$ cat config.mk
export PLATFORM = sky130hd
export DESIGN_NAME = ctrl_decode_unit_flat
export DESIGN_NICKNAME = d
export VERILOG_FILES = /design/src/rtl/ctrl_pkg.sv /design/src/rtl/ctrl_decode_unit_if.sv /design/src/rtl/ctrl_decode_comb.sv /design/src/rtl/ctrl_decode_unit.sv /design/src/flat_wrapper.sv
export SDC_FILE = /design/constraint.sdc
export NUM_CORES = 1
export LEC_CHECK = 0
export CORE_AREA = 2 2 39 41
export CTS_BUF_LIST = sky130_fd_sc_hd__clkbuf_4
export DETAILED_ROUTE_END_ITERATION = 10
export DIE_AREA = 0 0 41 43
export SYNTH_ARGS = -nofsm -noshare
export SYNTH_HDL_FRONTEND = slang
export SYNTH_SLANG_ARGS = --single-unit
$ cat constraint.sdc
create_clock -name clk -period 2.5 [get_ports clk]
set_clock_uncertainty 0.15 [all_clocks]
set_input_delay 0.25 -clock clk [delete_from_list [all_inputs] [get_ports clk]]
set_output_delay 0.25 -clock clk [all_outputs]
set_load 0.02 [all_outputs]
$ cat src/rtl/ctrl_pkg.sv
// Shared encodings and the control bundle for the IF/ID instruction decoder.
package ctrl_pkg;

    localparam logic [3:0] OP_RTYPE = 4'd0;
    localparam logic [3:0] OP_ANDI  = 4'd2;
    localparam logic [3:0] OP_ORI   = 4'd3;
    localparam logic [3:0] OP_BLT   = 4'd4;
    localparam logic [3:0] OP_BGT   = 4'd5;
    localparam logic [3:0] OP_BEQ   = 4'd6;
    localparam logic [3:0] OP_LBU   = 4'd8;
    localparam logic [3:0] OP_LW    = 4'd9;
    localparam logic [3:0] OP_SB    = 4'd10;
    localparam logic [3:0] OP_SW    = 4'd11;
    localparam logic [3:0] OP_JMP   = 4'd12;
    localparam logic [3:0] OP_HALT  = 4'd15;

    localparam logic [3:0] FN_ADD = 4'd1;
    localparam logic [3:0] FN_SUB = 4'd2;
    localparam logic [3:0] FN_AND = 4'd3;
    localparam logic [3:0] FN_OR  = 4'd4;
    localparam logic [3:0] FN_MUL = 4'd5;
    localparam logic [3:0] FN_DIV = 4'd6;
    localparam logic [3:0] FN_SLL = 4'd8;
    localparam logic [3:0] FN_SRL = 4'd9;
    localparam logic [3:0] FN_ROL = 4'd10;
    localparam logic [3:0] FN_ROR = 4'd11;
    localparam logic [3:0] FN_MOV = 4'd12;
    localparam logic [3:0] FN_SWP = 4'd13;

    localparam logic [1:0] RW_NONE   = 2'b00;
    localparam logic [1:0] RW_OP1    = 2'b01;
    localparam logic [1:0] RW_OP1_R0 = 2'b10;
    localparam logic [1:0] RW_BOTH   = 2'b11;

    typedef struct packed {
        logic       immd;
        logic       mem_wr;
        logic       mem_rd;
        logic [1:0] reg_wr;
    } ctrl_t;

endpackage

$ cat src/rtl/ctrl_decode_unit_if.sv
// Pipeline-control inputs, instruction fields and registered control outputs of the decoder.
interface ctrl_decode_unit_if;

    logic       stall;
    logic       flush;
    logic [3:0] OpCode;
    logic [3:0] FuncCode;
    logic       IFIDImmd;
    logic       IFIDMemWrite;
    logic       IFIDMemRead;
    logic [1:0] IFIDRegWrite;

    modport master (
        output stall, flush, OpCode, FuncCode,
        input  IFIDImmd, IFIDMemWrite, IFIDMemRead, IFIDRegWrite
    );

    modport slave (
        input  stall, flush, OpCode, FuncCode,
        output IFIDImmd, IFIDMemWrite, IFIDMemRead, IFIDRegWrite
    );

endinterface

$ cat src/rtl/ctrl_decode_comb.sv
// Purely combinational opcode/function-code to control-bundle decode table.
module ctrl_decode_comb
    import ctrl_pkg::*;
(
    input  logic [3:0] op_code,
    input  logic [3:0] func_code,
    output ctrl_t      ctrl
);

    // Undefined opcodes and function codes fall through to the all-zero NOP.
    always_comb begin
        ctrl = '0;
        case (op_code)
            OP_RTYPE: begin
                case (func_code)
                    FN_ADD, FN_SUB, FN_AND, FN_OR, FN_MOV:
                        ctrl.reg_wr = RW_OP1;
                    FN_MUL, FN_DIV:
                        ctrl.reg_wr = RW_OP1_R0;
                    FN_SLL, FN_SRL, FN_ROL, FN_ROR: begin
                        ctrl.immd   = 1'b1;
                        ctrl.reg_wr = RW_OP1;
                    end
                    FN_SWP:
                        ctrl.reg_wr = RW_BOTH;
                    default: ctrl = '0;
                endcase
            end
            OP_ANDI, OP_ORI: begin
                ctrl.immd   = 1'b1;
                ctrl.reg_wr = RW_OP1;
            end
            OP_BLT, OP_BGT, OP_BEQ, OP_JMP:
                ctrl.immd = 1'b1;
            OP_LBU, OP_LW: begin
                ctrl.immd   = 1'b1;
                ctrl.mem_rd = 1'b1;
                ctrl.reg_wr = RW_OP1;
            end
            OP_SB, OP_SW: begin
                ctrl.immd   = 1'b1;
                ctrl.mem_wr = 1'b1;
            end
            default: ctrl = '0;
        endcase
    end

endmodule

$ cat src/rtl/ctrl_decode_unit.sv
// IF/ID control decoder: decodes the fetched instruction and registers the controls into ID.
module ctrl_decode_unit
    import ctrl_pkg::*;
(
    input  logic                 clk,
    input  logic                 rst,
    ctrl_decode_unit_if.slave    bus
);

    ctrl_t decoded;
    ctrl_t ctrl_q;

    ctrl_decode_comb u_decode (
        .op_code   (bus.OpCode),
        .func_code (bus.FuncCode),
        .ctrl      (decoded)
    );

    // Flush inserts a bubble even while stalled, so it is checked before stall.
    always_ff @(posedge clk) begin
        if (rst || bus.flush) begin
            ctrl_q <= '0;
        end else if (!bus.stall) begin
            ctrl_q <= decoded;
        end
    end

    assign bus.IFIDImmd     = ctrl_q.immd;
    assign bus.IFIDMemWrite = ctrl_q.mem_wr;
    assign bus.IFIDMemRead  = ctrl_q.mem_rd;
    assign bus.IFIDRegWrite = ctrl_q.reg_wr;

endmodule

$ cat src/flat_wrapper.sv
// flat-port wrapper written by rule: the top's interface ports become plain ports
module ctrl_decode_unit_flat import ctrl_pkg::*;
  (clk, rst, bus_stall, bus_flush, bus_OpCode, bus_FuncCode, bus_IFIDImmd, bus_IFIDMemWrite, bus_IFIDMemRead, bus_IFIDRegWrite);
  ctrl_decode_unit_if bus_i ();
  input  logic clk;
  input  logic rst;
  input wire logic [$bits(bus_i.stall)-1:0] bus_stall;
  input wire logic [$bits(bus_i.flush)-1:0] bus_flush;
  input wire logic [$bits(bus_i.OpCode)-1:0] bus_OpCode;
  input wire logic [$bits(bus_i.FuncCode)-1:0] bus_FuncCode;
  output wire logic [$bits(bus_i.IFIDImmd)-1:0] bus_IFIDImmd;
  output wire logic [$bits(bus_i.IFIDMemWrite)-1:0] bus_IFIDMemWrite;
  output wire logic [$bits(bus_i.IFIDMemRead)-1:0] bus_IFIDMemRead;
  output wire logic [$bits(bus_i.IFIDRegWrite)-1:0] bus_IFIDRegWrite;
  assign bus_i.stall = bus_stall;
  assign bus_i.flush = bus_flush;
  assign bus_i.OpCode = bus_OpCode;
  assign bus_i.FuncCode = bus_FuncCode;
  assign bus_IFIDImmd = bus_i.IFIDImmd;
  assign bus_IFIDMemWrite = bus_i.IFIDMemWrite;
  assign bus_IFIDMemRead = bus_i.IFIDMemRead;
  assign bus_IFIDRegWrite = bus_i.IFIDRegWrite;
  ctrl_decode_unit u_core (.clk(clk), .rst(rst), .bus(bus_i));
endmodule
Yosys cells after proc, flatten, opt, wreduce, memory -nomap -nowiden --
Cells that the tools add are included.
Storage, ports and cells: register bits after elaboration 5, output and inout bits 5
Operators by class: eq/ne operators 22, reductions and logical operators 9, muxes and demuxes 6
Operators by type and width (count):
- $eq A4 B4 Y1 const B | 11
- $eq A4 B3 Y1 const B | 6
- $eq A4 B2 Y1 const B | 4
- $reduce_or A10 Y1 | 1
- $reduce_or A9 Y1 | 1
- $reduce_or A4 Y1 | 2
- $pmux W2 S3 | 1
- $reduce_or A2 Y1 | 3
- $eq A4 B1 Y1 const B | 1
- $logic_not A4 Y1 | 1
- $pmux W2 S2 | 1
- $mux W1 | 3
- $pmux W1 S2 | 1
- $logic_or A1 B1 Y1 | 1

Logic depth before layout (Yosys ltp) --
Gate-level depths: netlist of run 1.
depth in word-level cells 4, depth in mapped cells 4, mapped depth without buffers 4

By module --
From an unflattened synthesis of run 1, not the netlist that was laid out.
Unflattened totals: cells, all modules 31, area, all modules 305.3 sq um
By module, submodules not included:
- ctrl_decode_unit | area an instance 186.4 sq um, cells an instance 16, instances 1
- ctrl_decode_comb | area an instance 118.9 sq um, cells an instance 15, instances 1

Least setup slack after synthesis of run 1 --
Ideal clock, no wire load.
path kind input-to-reg, start input port bus_FuncCode[0], end register u_core.ctrl_q (netlist bit u_core.bus.IFIDRegWrite[0]), cell stages on the path 3, arrival 1078 ps, path buffers 0, library setup time 123 ps, setup slack 1148 ps, cell sequence or4_1 a311oi_1 nor3_1
Between the ends: cells in the longest elaborated chain, start to end 4, elaborated cells on any way between the ends 16, those cells by class eq/ne: 12; mux: 2; reduce/logical: 2
RTL lines:
- start: declaration | line flat_wrapper.sv:10 | input wire logic [$bits(bus_i.FuncCode)-1:0] bus_FuncCode;
- $eq A4 B4 Y1 (tied with other cells) | line ctrl_decode_comb.sv:15 | case (func_code)
- $reduce_or A9 Y1 (no source line) / $reduce_or A2 Y1 (equally long branches)
- $pmux W2 S3 * | line ctrl_decode_comb.sv:15
- $pmux W2 S2 * | line ctrl_decode_comb.sv:13 | case (op_code)
- end signal: assignment | line ctrl_decode_unit.sv:24 | ctrl_q <= decoded;
- end: declaration | line ctrl_decode_unit.sv:11 | ctrl_t ctrl_q;
Every way passes the cells marked *; elsewhere a longest branch is shown, timed or not. A chain may end at the register's enable or synchronous reset.

Worst setup path in the final report of run 1 --
Ends and elaborated chain as after synthesis.

==> results of run 1 <==
==> Yosys cell counts <==
cell type	number
dfxtp_1	5
a21oi_1	4
nand2_1	4
nor2_1	4
nor2b_1	2
nor3_1	2
a2111oi_0	1
a211o_1	1
a311oi_1	1
clkbuf_1	1
mux2i_1	1
nand2b_1	1
nand4b_1	1
nor4_1	1
nor4b_1	1
o21ai_0	1
o21ai_1	1
or2_1	1
or4_1	1
xnor2_1	1
==> cells in the final DEF, fill, tap and decap left out <==
| master | instances |
|---|---|
| nor3_1 | 2 |
| a2111oi_0 | 1 |
| clkbuf_4 | 4 |
| nand4b_1 | 1 |
| nor2_1 | 4 |
| a211o_1 | 1 |
| nor2b_1 | 2 |
| o21ai_0 | 1 |
| nand2_1 | 4 |
| clkdlybuf4s50_1 | 16 |
| xnor2_1 | 1 |
| a311oi_1 | 1 |
| nor4b_1 | 1 |
| nand2b_1 | 1 |
| or2_1 | 1 |
| o21ai_1 | 1 |
| mux2i_1 | 1 |
| nor4_1 | 1 |
| dfxtp_1 | 5 |
| a21oi_1 | 4 |
| or4_1 | 1 |
==> layout make-up <==
class | instances | area [sq um] | share of cell area (%)
repair buffers | 16 | 160 | 33.2
clock buffers | 4 | 30.0 | 6.23
flip-flops and latches | 5 | 100 | 20.8
multi-input cells | 29 | 171 | 35.6
well taps | 16 | 20.0 | 4.16
==> layer usage <==
layer	wire, um	track usage [%]	share of wire (%)	vias to the layer above
met5	0	0	0	-
met4	0	2.00	0	0
met3	44	6.28	6.1	0
met2	351	14.1	48	10
met1	331	11.3	46	140
li1	-	-	-	169
==> registers in the layout (all words and copies together) (netlist names) <==
name and cells:
u_core.bus.IFIDRegWrite 2, u_core.bus.IFIDMemRead 1, u_core.bus.IFIDImmd 1, u_core.bus.IFIDMemWrite 1
==> worst min-delay path by stage <==
stage / slack (ns) / cells after the start / endpoint / from
2_1_floorplan: 0.26 / 2 / u_core.bus.IFIDRegWrite[1] / bus_FuncCode[2]
3_3_place_gp: 0.30 / 2 / u_core.bus.IFIDRegWrite[1] / u_core.bus.IFIDRegWrite[1]
3_5_place_dp: 0.30 / 2 / u_core.bus.IFIDRegWrite[1] / u_core.bus.IFIDRegWrite[1]
4_1_cts: 0.31 / 2 / u_core.bus.IFIDRegWrite[1] / u_core.bus.IFIDRegWrite[1]
5_1_grt: 0.32 / 2 / u_core.bus.IFIDRegWrite[1] / u_core.bus.IFIDRegWrite[1]
6_report: 0.30 / 2 / u_core.bus.IFIDRegWrite[1] / u_core.bus.IFIDRegWrite[1]
==> kinds of logic after synthesis <==
family	Yosys count	synth area share, %
AND/OR/NAND/NOR	18	35.0
multiplexers	1	3.64
flip-flops	5	36.4
XOR/XNOR	1	3.18
AO/OA/AOI/OAI	9	20.5
buffers and inverters	1	1.36
==> worst max-delay path, stage by stage <==
cell	delay, ns
clkdlybuf4s50_1	0.44
or4_1	0.54
a311oi_1	0.28
nor3_1	0.08
==> per-stage QoR <==
step | instances | utilization [%] | area (sq um)
after floorplan | 35 | - | 275
after global placement | 66 | 32.6 | 452
after detailed placement | 66 | 32.6 | 452
after CTS | 70 | 34.8 | 482
after global routing | 70 | 34.8 | 482
final | 70 | 34.8 | 482
==> power breakdown <==
part	switching [W]	internal [W]	total (W)
logic	0.0000194	0.0000264	0.0000458
clock network	0.0000331	0.0000712	0.000104
registers	0.000000868	0.0000818	0.0000827
==> flow_metrics.py, run 1 <==
metrics = {
    "outcome": {
        "status": "finished, final reports clean",
    },
    "final_layout": {
        "fill_cells": 145,
        "area_delta_synth_final_pct": 75.0,
        "nets": 67,
        "diodes": 0,
        "drive_above_1_share_pct": 7.41,
    },
    "power_and_ir_drop": {
        "powerDensity_nw_per_um2": 483,
        "power_w": 0.000233,
        "p_leak_nw": 0.167,
        "ir_drop_mv": 0.349,
    },
    "timing": {
        "min_period_ns": 1.62,
        "tns_ns": 0,
        "setup_slack_ns": 0.878,
        "fin_hold_ws_ns": 0.304,
        "final-hold-violation-count": 0,
        "post-route-period-util_pct": 64.9,
        "maxSlewHeadroom_pct": 72.9,
        "rsz0062_at_grt": "no",
        "worst_pin_slew_ns": 0.403,
        "finalSetupViolations": 0,
        "slew_viol_final": 0,
        "fmaxAchievable_ghz": 0.617,
    },
    "clock_tree": {
        "cts_buffers": 3,
        "cts-resized-gates": 0,
        "clkLatencyLatePin_ns": 0.24,
        "cts_sinks": 5,
        "clk_pin_slew_worst_paths_ns": 0.04,
        "tritoncts": "built",
        "clockBufferDepth": 2,
        "root_buffer": "clkbuf_4",
        "cts_setup_buffers": 0,
        "cts_hold_buf": 0,
        "cts_max_level": 1,
    },
    "critical_path": {
        "start_kind": "input pin",
        "r2r_end": "u_core.bus.IFIDMemRead",
        "reg2reg_slack_ns": 1.74,
        "worstSetupPathType": "input pin to flop",
        "reg2reg_from": "u_core.bus.IFIDMemRead",
        "endpoint": "u_core.bus.IFIDRegWrite[0]",
        "cp-end-kind": "flop",
        "path_max_fanout": 3,
        "crit_arrival_ns": 1.59,
        "timing.critical_path.from": "bus_FuncCode[0]",
        "rr_worst_depth": 2,
        "crit_required_ns": 2.47,
    },
    "synthesis": {
        "yosysWarningCount": 0,
        "synth_area_leader_cell": "dfxtp_1",
        "synth_fp_nets": 47,
        "synth_top_cell_area_share_pct": 36.4,
        "ys_seq_area_share_pct": 36.4,
        "synth_cells": 35,
        "syn_area_sq_um": 275,
        "avgSynthCellArea_sq_um": 7.86,
        "ys_types": 20,
        "synth_top_cells_by_area": "dfxtp_1 (36%), a21oi_1 (7.3%), nand2_1 (5.5%)",
        "ys_seq_elements": 5,
    },
    "global_routing": {
        "grt_pass1_wl_um": 1110,
        "grt_max_degree": 11,
        "grt_pass1_vias": 273,
        "grtUsageTotal_pct": 9.56,
        "grt_overflow": 0,
        "antenna_found_initial": 0,
    },
    "detailed_routing": {
        "drc_errors": 0,
        "wl_per_cell_um": 10.4,
        "vias": 319,
        "drtAntennaViolNets": 0,
        "drt_iter0_drc": 3,
        "first_pass_iters": 4,
        "finalWirelength_um": 727,
        "viasPerCell": 4.56,
    },
    "min_path": {
        "hp-class": "flop to flop",
    },
    "floorplanning": {
        "pin_count": 17,
        "std_cell_rows": 14,
        "die_w_um": 41,
        "start_util_pct": 19.9,
        "fp.dieArea_sq_um": 1760,
        "coreArea_sq_um": 1380,
        "die_h_um": 43,
    },
    "job": {
        "cap_violations": 0,
    },
    "placement": {
        "dp_worst_setup_slack_ns": 0.619,
        "post-dp-hpwl_um": 572,
        "io_buffers": 16,
        "gp_congestion": 0.722,
    },
}
(Power assumes the default switching activity.)
==> inputs of run 2 (changes only) <==
==> constraint.sdc (replaced) <==
create_clock -name clk -period 1.6 [get_ports clk]
set_clock_uncertainty 0.15 [all_clocks]
set_input_delay 0.16 -clock clk [delete_from_list [all_inputs] [get_ports clk]]
set_output_delay 0.16 -clock clk [all_outputs]
set_load 0.02 [all_outputs]
==> run 2 against run 1 <==
Effect of this change:
- global-route usage up 0.79 points
- sequential power grew 56%
- utilization is 2.7 points higher
- register-to-register slack lost 0.91 ns
- critical path depth unchanged
- die area did not move
- cell count grew 7.1%
==> flow_metrics.py, run 2 (synthesized netlist as in run 1, its figures left out) <==
metrics = {
    "detailed_routing": {
        "vias": 330,
        "drt_iter0_drc": 2,
        "first_pass_iters": 2,
        "wl_per_cell_um": 9.47,
        "finalWirelength_um": 710,
        "drtAntennaViolNets": 0,
        "drc_errors": 0,
        "viasPerCell": 4.40,
    },
    "final_layout": {
        "largest_reg_flops": 2,
        "final_core_util_pct": 37.5,
        "layout_common_cells": "clkdlybuf4s50_1 (16), buf_4 (5), dfxtp_1 (5)",
        "area_delta_synth_final_pct": 88.6,
        "drive_above_1_share_pct": 15.3,
        "final_common_cell": "clkdlybuf4s50_1",
        "diodes": 0,
        "finalNonFillerCells": 75,
        "nets": 72,
    },
    "critical_path": {
        "endpoint": "u_core.bus.IFIDRegWrite[0]",
        "r2r_end": "u_core.bus.IFIDMemWrite",
        "timing.critical_path.from": "bus_FuncCode[1]",
        "reg2reg_slack_ns": 0.83,
        "cp-end-kind": "flop",
        "worstSetupPathType": "input pin to flop",
        "rr_worst_depth": 2,
        "reg2reg_from": "u_core.bus.IFIDMemWrite",
        "start_kind": "input pin",
        "crit_required_ns": 1.57,
        "path_max_fanout": 4,
        "crit_arrival_ns": 1.48,
    },
    "timing": {
        "slew_viol_final": 0,
        "rsz0062_at_grt": "no",
        "tns_ns": 0,
        "fmaxAchievable_ghz": 0.662,
        "maxSlewHeadroom_pct": 70.3,
        "worst_pin_slew_ns": 0.434,
        "min_period_ns": 1.51,
        "finalSetupViolations": 0,
        "final-hold-violation-count": 0,
        "post-route-period-util_pct": 94.4,
        "fin_hold_ws_ns": 0.307,
    },
    "clock_tree": {
        "root_buffer": "clkbuf_4",
        "clkLatencyLatePin_ns": 0.24,
        "cts-resized-gates": 0,
        "cts_max_level": 1,
        "clk_pin_slew_worst_paths_ns": 0.05,
        "clockBufferDepth": 2,
        "cts_sinks": 5,
        "cts_setup_buffers": 0,
        "cts_buffers": 3,
        "tritoncts": "built",
        "cts_hold_buf": 0,
    },
    "floorplanning": {
        "std_cell_rows": 14,
        "start_util_pct": 19.9,
        "coreArea_sq_um": 1380,
        "fp.dieArea_sq_um": 1760,
        "die_h_um": 43,
        "die_w_um": 41,
        "pin_count": 17,
    },
    "global_routing": {
        "antenna_found_initial": 0,
        "grtUsageTotal_pct": 10.4,
        "grt_pass1_vias": 323,
        "grt_overflow": 0,
        "grt_pass1_wl_um": 1250,
        "grt_max_degree": 8,
    },
    "power_and_ir_drop": {
        "switchingPower_w": 0.0000806,
        "power_frac_seq_pct": 35.1,
        "ir_drop_mv": 0.665,
        "power_w": 0.000368,
        "pwr-share-comb_pct": 21.7,
        "power.share.clock_pct": 43.2,
        "p_leak_nw": 0.191,
        "swShare_pct": 21.9,
        "powerDensity_nw_per_um2": 709,
        "internal_power_w": 0.000288,
    },
    "placement": {
        "gp_congestion": 0.702,
        "dp_cells": 71,
        "post-dp-hpwl_um": 586,
        "io_buffers": 16,
    },
    "job": {
        "cap_violations": 0,
    },
    "outcome": {
        "status": "finished, final reports clean",
    },
    "min_path": {
        "hp-class": "flop to flop",
    },
}
## run 2: cell count changes in the layout (fill, tap and decap cells not counted), sizes merged
cell / delta
buf: +5
## run 2: per-layer routing
metal	part of all wire [%]	wire length, um	up-vias	track usage [%]
met5	0	0	-	0
met4	0	0	0	2.00
met3	6.2	44	0	6.28
met2	45	320	8	14.4
met1	49	345	141	13.5
li1	-	-	181	-
## run 2: layout make-up
| type | instances | area [sq um] |
|---|---|---|
| flip-flops and latches | 5 | 100 |
| fillers | 154 | 865 |
| well taps | 16 | 20.0 |
| repair buffers | 21 | 198 |
| multi-input cells | 29 | 171 |
| clock buffers | 4 | 30.0 |
## run 2: worst max-delay path, cell delays in order
cell             delay (ns)
clkdlybuf4s50_1        0.45
or4_1                  0.52
a311oi_1               0.28
nor3_1                 0.07
## run 2: worst min-delay path by stage
stage                                           from                    endpoint  slack (ns)  cells past startpoint
after global placement    u_core.bus.IFIDRegWrite[1]  u_core.bus.IFIDRegWrite[1]        0.30                      2
after CTS                 u_core.bus.IFIDRegWrite[1]  u_core.bus.IFIDRegWrite[1]        0.31                      2
final                     u_core.bus.IFIDRegWrite[1]  u_core.bus.IFIDRegWrite[1]        0.31                      2
after floorplan                      bus_FuncCode[2]  u_core.bus.IFIDRegWrite[1]        0.17                      2
after detailed placement         u_core.bus.IFIDImmd         u_core.bus.IFIDImmd        0.31                      2
after global routing             u_core.bus.IFIDImmd         u_core.bus.IFIDImmd        0.33                      2
## run 2: per-stage QoR
stage               area (sq um)  setup slack (ns)
CTS                          519            0.0865
global route                 519           0.00881
global placement             489            -0.143
floorplan                    275             0.338
detailed placement           489            -0.175
finish                       519            0.0903
## run 2: power groups by stage
stage	clock, W	combinational (W)	sequential, W
2_1_floorplan	0	0.0000240	0.000135
5_1_grt	0.000173	0.0000876	0.000129
3_3_place_gp	0	0.0000794	0.000131
3_5_place_dp	0	0.0000798	0.000131
4_1_cts	0.000167	0.0000801	0.000129
6_report	0.000159	0.0000798	0.000129
==> inputs of run 3 (changes only) <==
--- a/config.mk
+++ b/config.mk
@@ -9,6 +9,7 @@
 export CTS_BUF_LIST = sky130_fd_sc_hd__clkbuf_4
 export DETAILED_ROUTE_END_ITERATION = 10
 export DIE_AREA = 0 0 41 43
+export PLACE_DENSITY = 0.61
 export SYNTH_ARGS = -nofsm -noshare
 export SYNTH_HDL_FRONTEND = slang
 export SYNTH_SLANG_ARGS = --single-unit
==> constraint.sdc (replaced) <==
create_clock -name clk -period 1.6 [get_ports clk]
set_clock_uncertainty 0.15 [all_clocks]
set_input_delay 0.24 -clock clk [delete_from_list [all_inputs] [get_ports clk]]
set_output_delay 0.24 -clock clk [all_outputs]
set_load 0.02 [all_outputs]
==> run 3 against run 2 <==
Effect of this change:
- routed wire length decreased by 0.99%
- cell area rose by 0.72%
- cell count decreased by 1.3%
- power increased by 1.1%
- first-iteration DRC count grew to 4.0 times the previous value
- clock-buffer cell count unchanged
- utilization grew 0.27 points
- flip-flop and latch count unchanged
- largest power group unchanged
- setup slack worse by 0.049 ns
- combinational power decreased by 2%
==> flow_metrics.py, run 3 (synthesized netlist as in run 1, its figures left out) <==
metrics = {
    "outcome": {
        "status": "finished, final reports clean",
    },
    "floorplanning": {
        "die_w_um": 41,
        "fp.dieArea_sq_um": 1760,
        "start_util_pct": 19.9,
        "die_h_um": 43,
        "std_cell_rows": 14,
        "pin_count": 17,
        "coreArea_sq_um": 1380,
    },
    "critical_path": {
        "max_stage_delay_ns": 0.60,
        "start_kind": "flop",
        "crit_slowest_cell": "clkdlybuf4s50_1",
        "cp-end-kind": "primary output",
        "crit_arrival_ns": 1.17,
        "crit_required_ns": 1.21,
        "cp_top_family": "buffers and inverters",
        "critPathBufInv": 1,
        "path_max_fanout": 2,
        "worstSetupPathType": "flop to primary output",
        "cp_cell_sequence": "clkdlybuf4s50_1",
    },
    "final_layout": {
        "largest_reg_flops": 2,
        "finalNonFillerCells": 74,
        "diodes": 0,
        "finish.instance_area_sq_um": 523,
        "layout_common_cells": "clkdlybuf4s50_1 (14), dfxtp_1 (5)",
        "final_common_cell": "clkdlybuf4s50_1",
        "area_delta_synth_final_pct": 90.0,
        "nets": 71,
        "final_core_util_pct": 37.8,
        "drive_above_1_share_pct": 15.5,
    },
    "timing": {
        "final-hold-violation-count": 0,
        "min_period_ns": 1.56,
        "fmaxAchievable_ghz": 0.641,
        "fin_hold_ws_ns": 0.269,
        "slew_viol_final": 0,
        "maxSlewHeadroom_pct": 72.9,
        "worst_pin_slew_ns": 0.397,
        "post-route-period-util_pct": 97.4,
        "finalSetupViolations": 0,
        "rsz0062_at_grt": "no",
    },
    "clock_tree": {
        "root_buffer": "clkbuf_4",
        "clockBufferDepth": 2,
        "tritoncts": "built",
        "clk_pin_slew_worst_paths_ns": 0.04,
        "cts_hold_buf": 0,
        "cts_buffers": 3,
        "cts_max_level": 1,
        "cts_sinks": 5,
        "clkLatencyLatePin_ns": 0.24,
    },
    "detailed_routing": {
        "first_pass_iters": 4,
        "wl_per_cell_um": 9.50,
        "viasPerCell": 4.57,
        "drc_errors": 0,
        "drtAntennaViolNets": 0,
        "drt_iter0_drc": 8,
        "finalWirelength_um": 703,
        "vias": 338,
    },
    "placement": {
        "post-dp-hpwl_um": 555,
        "place_area_sq_um": 482,
        "gp_congestion": 0.719,
        "io_buffers": 16,
        "dp_cells": 70,
    },
    "min_path": {
        "hp-class": "input pin to flop",
    },
    "power_and_ir_drop": {
        "p_leak_nw": 0.213,
        "ir_drop_mv": 0.486,
        "powerDensity_nw_per_um2": 712,
        "power_w": 0.000372,
    },
    "global_routing": {
        "grt_pass1_wl_um": 1150,
        "grt_pass1_vias": 306,
        "grt_max_degree": 11,
        "grtUsageTotal_pct": 9.86,
        "antenna_found_initial": 0,
        "grt_overflow": 0,
    },
    "job": {
        "cap_violations": 0,
    },
}
[run 3: changes by cell type in the layout (fill, tap and decap cells not counted)]
| cell | change |
|---|---|
| clkdlybuf4s50_1 | -2 |
| dlymetal6s2s_1 | +2 |
| buf_4 | -1 |
| nor4_1 | -1 |
| nor4_2 | +1 |
[run 3: per-stage QoR]
stage          setup WS (ns)  setup TNS (ns)
3_5_place_dp          -0.265          -0.471
2_1_floorplan          0.258               0
6_report              0.0411               0
4_1_cts              0.00138               0
3_3_place_gp          -0.233          -0.409
5_1_grt             0.000192               0
[run 3: worst paths after layout]
path                                   start                          to  slack (ns)  cells after the start
setup / recovery     u_core.bus.IFIDMemWrite            bus_IFIDMemWrite        0.04                      1
hold / removal               bus_FuncCode[0]  u_core.bus.IFIDRegWrite[1]        0.27                      4
setup reg to reg     u_core.bus.IFIDMemWrite     u_core.bus.IFIDMemWrite        0.84                      2
hold reg to reg   u_core.bus.IFIDRegWrite[1]  u_core.bus.IFIDRegWrite[1]        0.31                      2
[run 3: cell type report]
type,count,area (sq um)
flip-flops and latches,5,100
multi-input cells,29,178
clock buffers,4,30.0
well taps,16,20.0
repair buffers,20,195
fillers,144,861
[run 3: report_power, final]
group	switching [W]	total [W]	internal, W
Clock	0.0000534	0.000165	0.000111
Combinational	0.0000316	0.0000785	0.0000470
Sequential	0.00000134	0.000129	0.000128
Total	0.0000863	0.000372	0.000286
[run 3: worst min-delay path, stage by stage]
cell and delay [ns]:
dlymetal6s2s_1 0.12, mux2i_1 0.09, nand4b_1 0.10, a21oi_1 0.06
[run 3: metal layers]
layer / GRT usage (%) / wire length [um] / vias to the layer above
li1: - / - / 176
met1: 11.0 / 312 / 151
met2: 14.4 / 322 / 11
met3: 7.85 / 68 / 0
met4: 2.00 / 0 / 0
met5: 0 / 0 / -
[run 3: timing repair]
action | 4_1_cts | 5_1_grt
buffers inserted | 0 | 0
resized for setup | 0 | 3
pin swaps | 1 | 1
setup endpoints to repair | 1 | 2
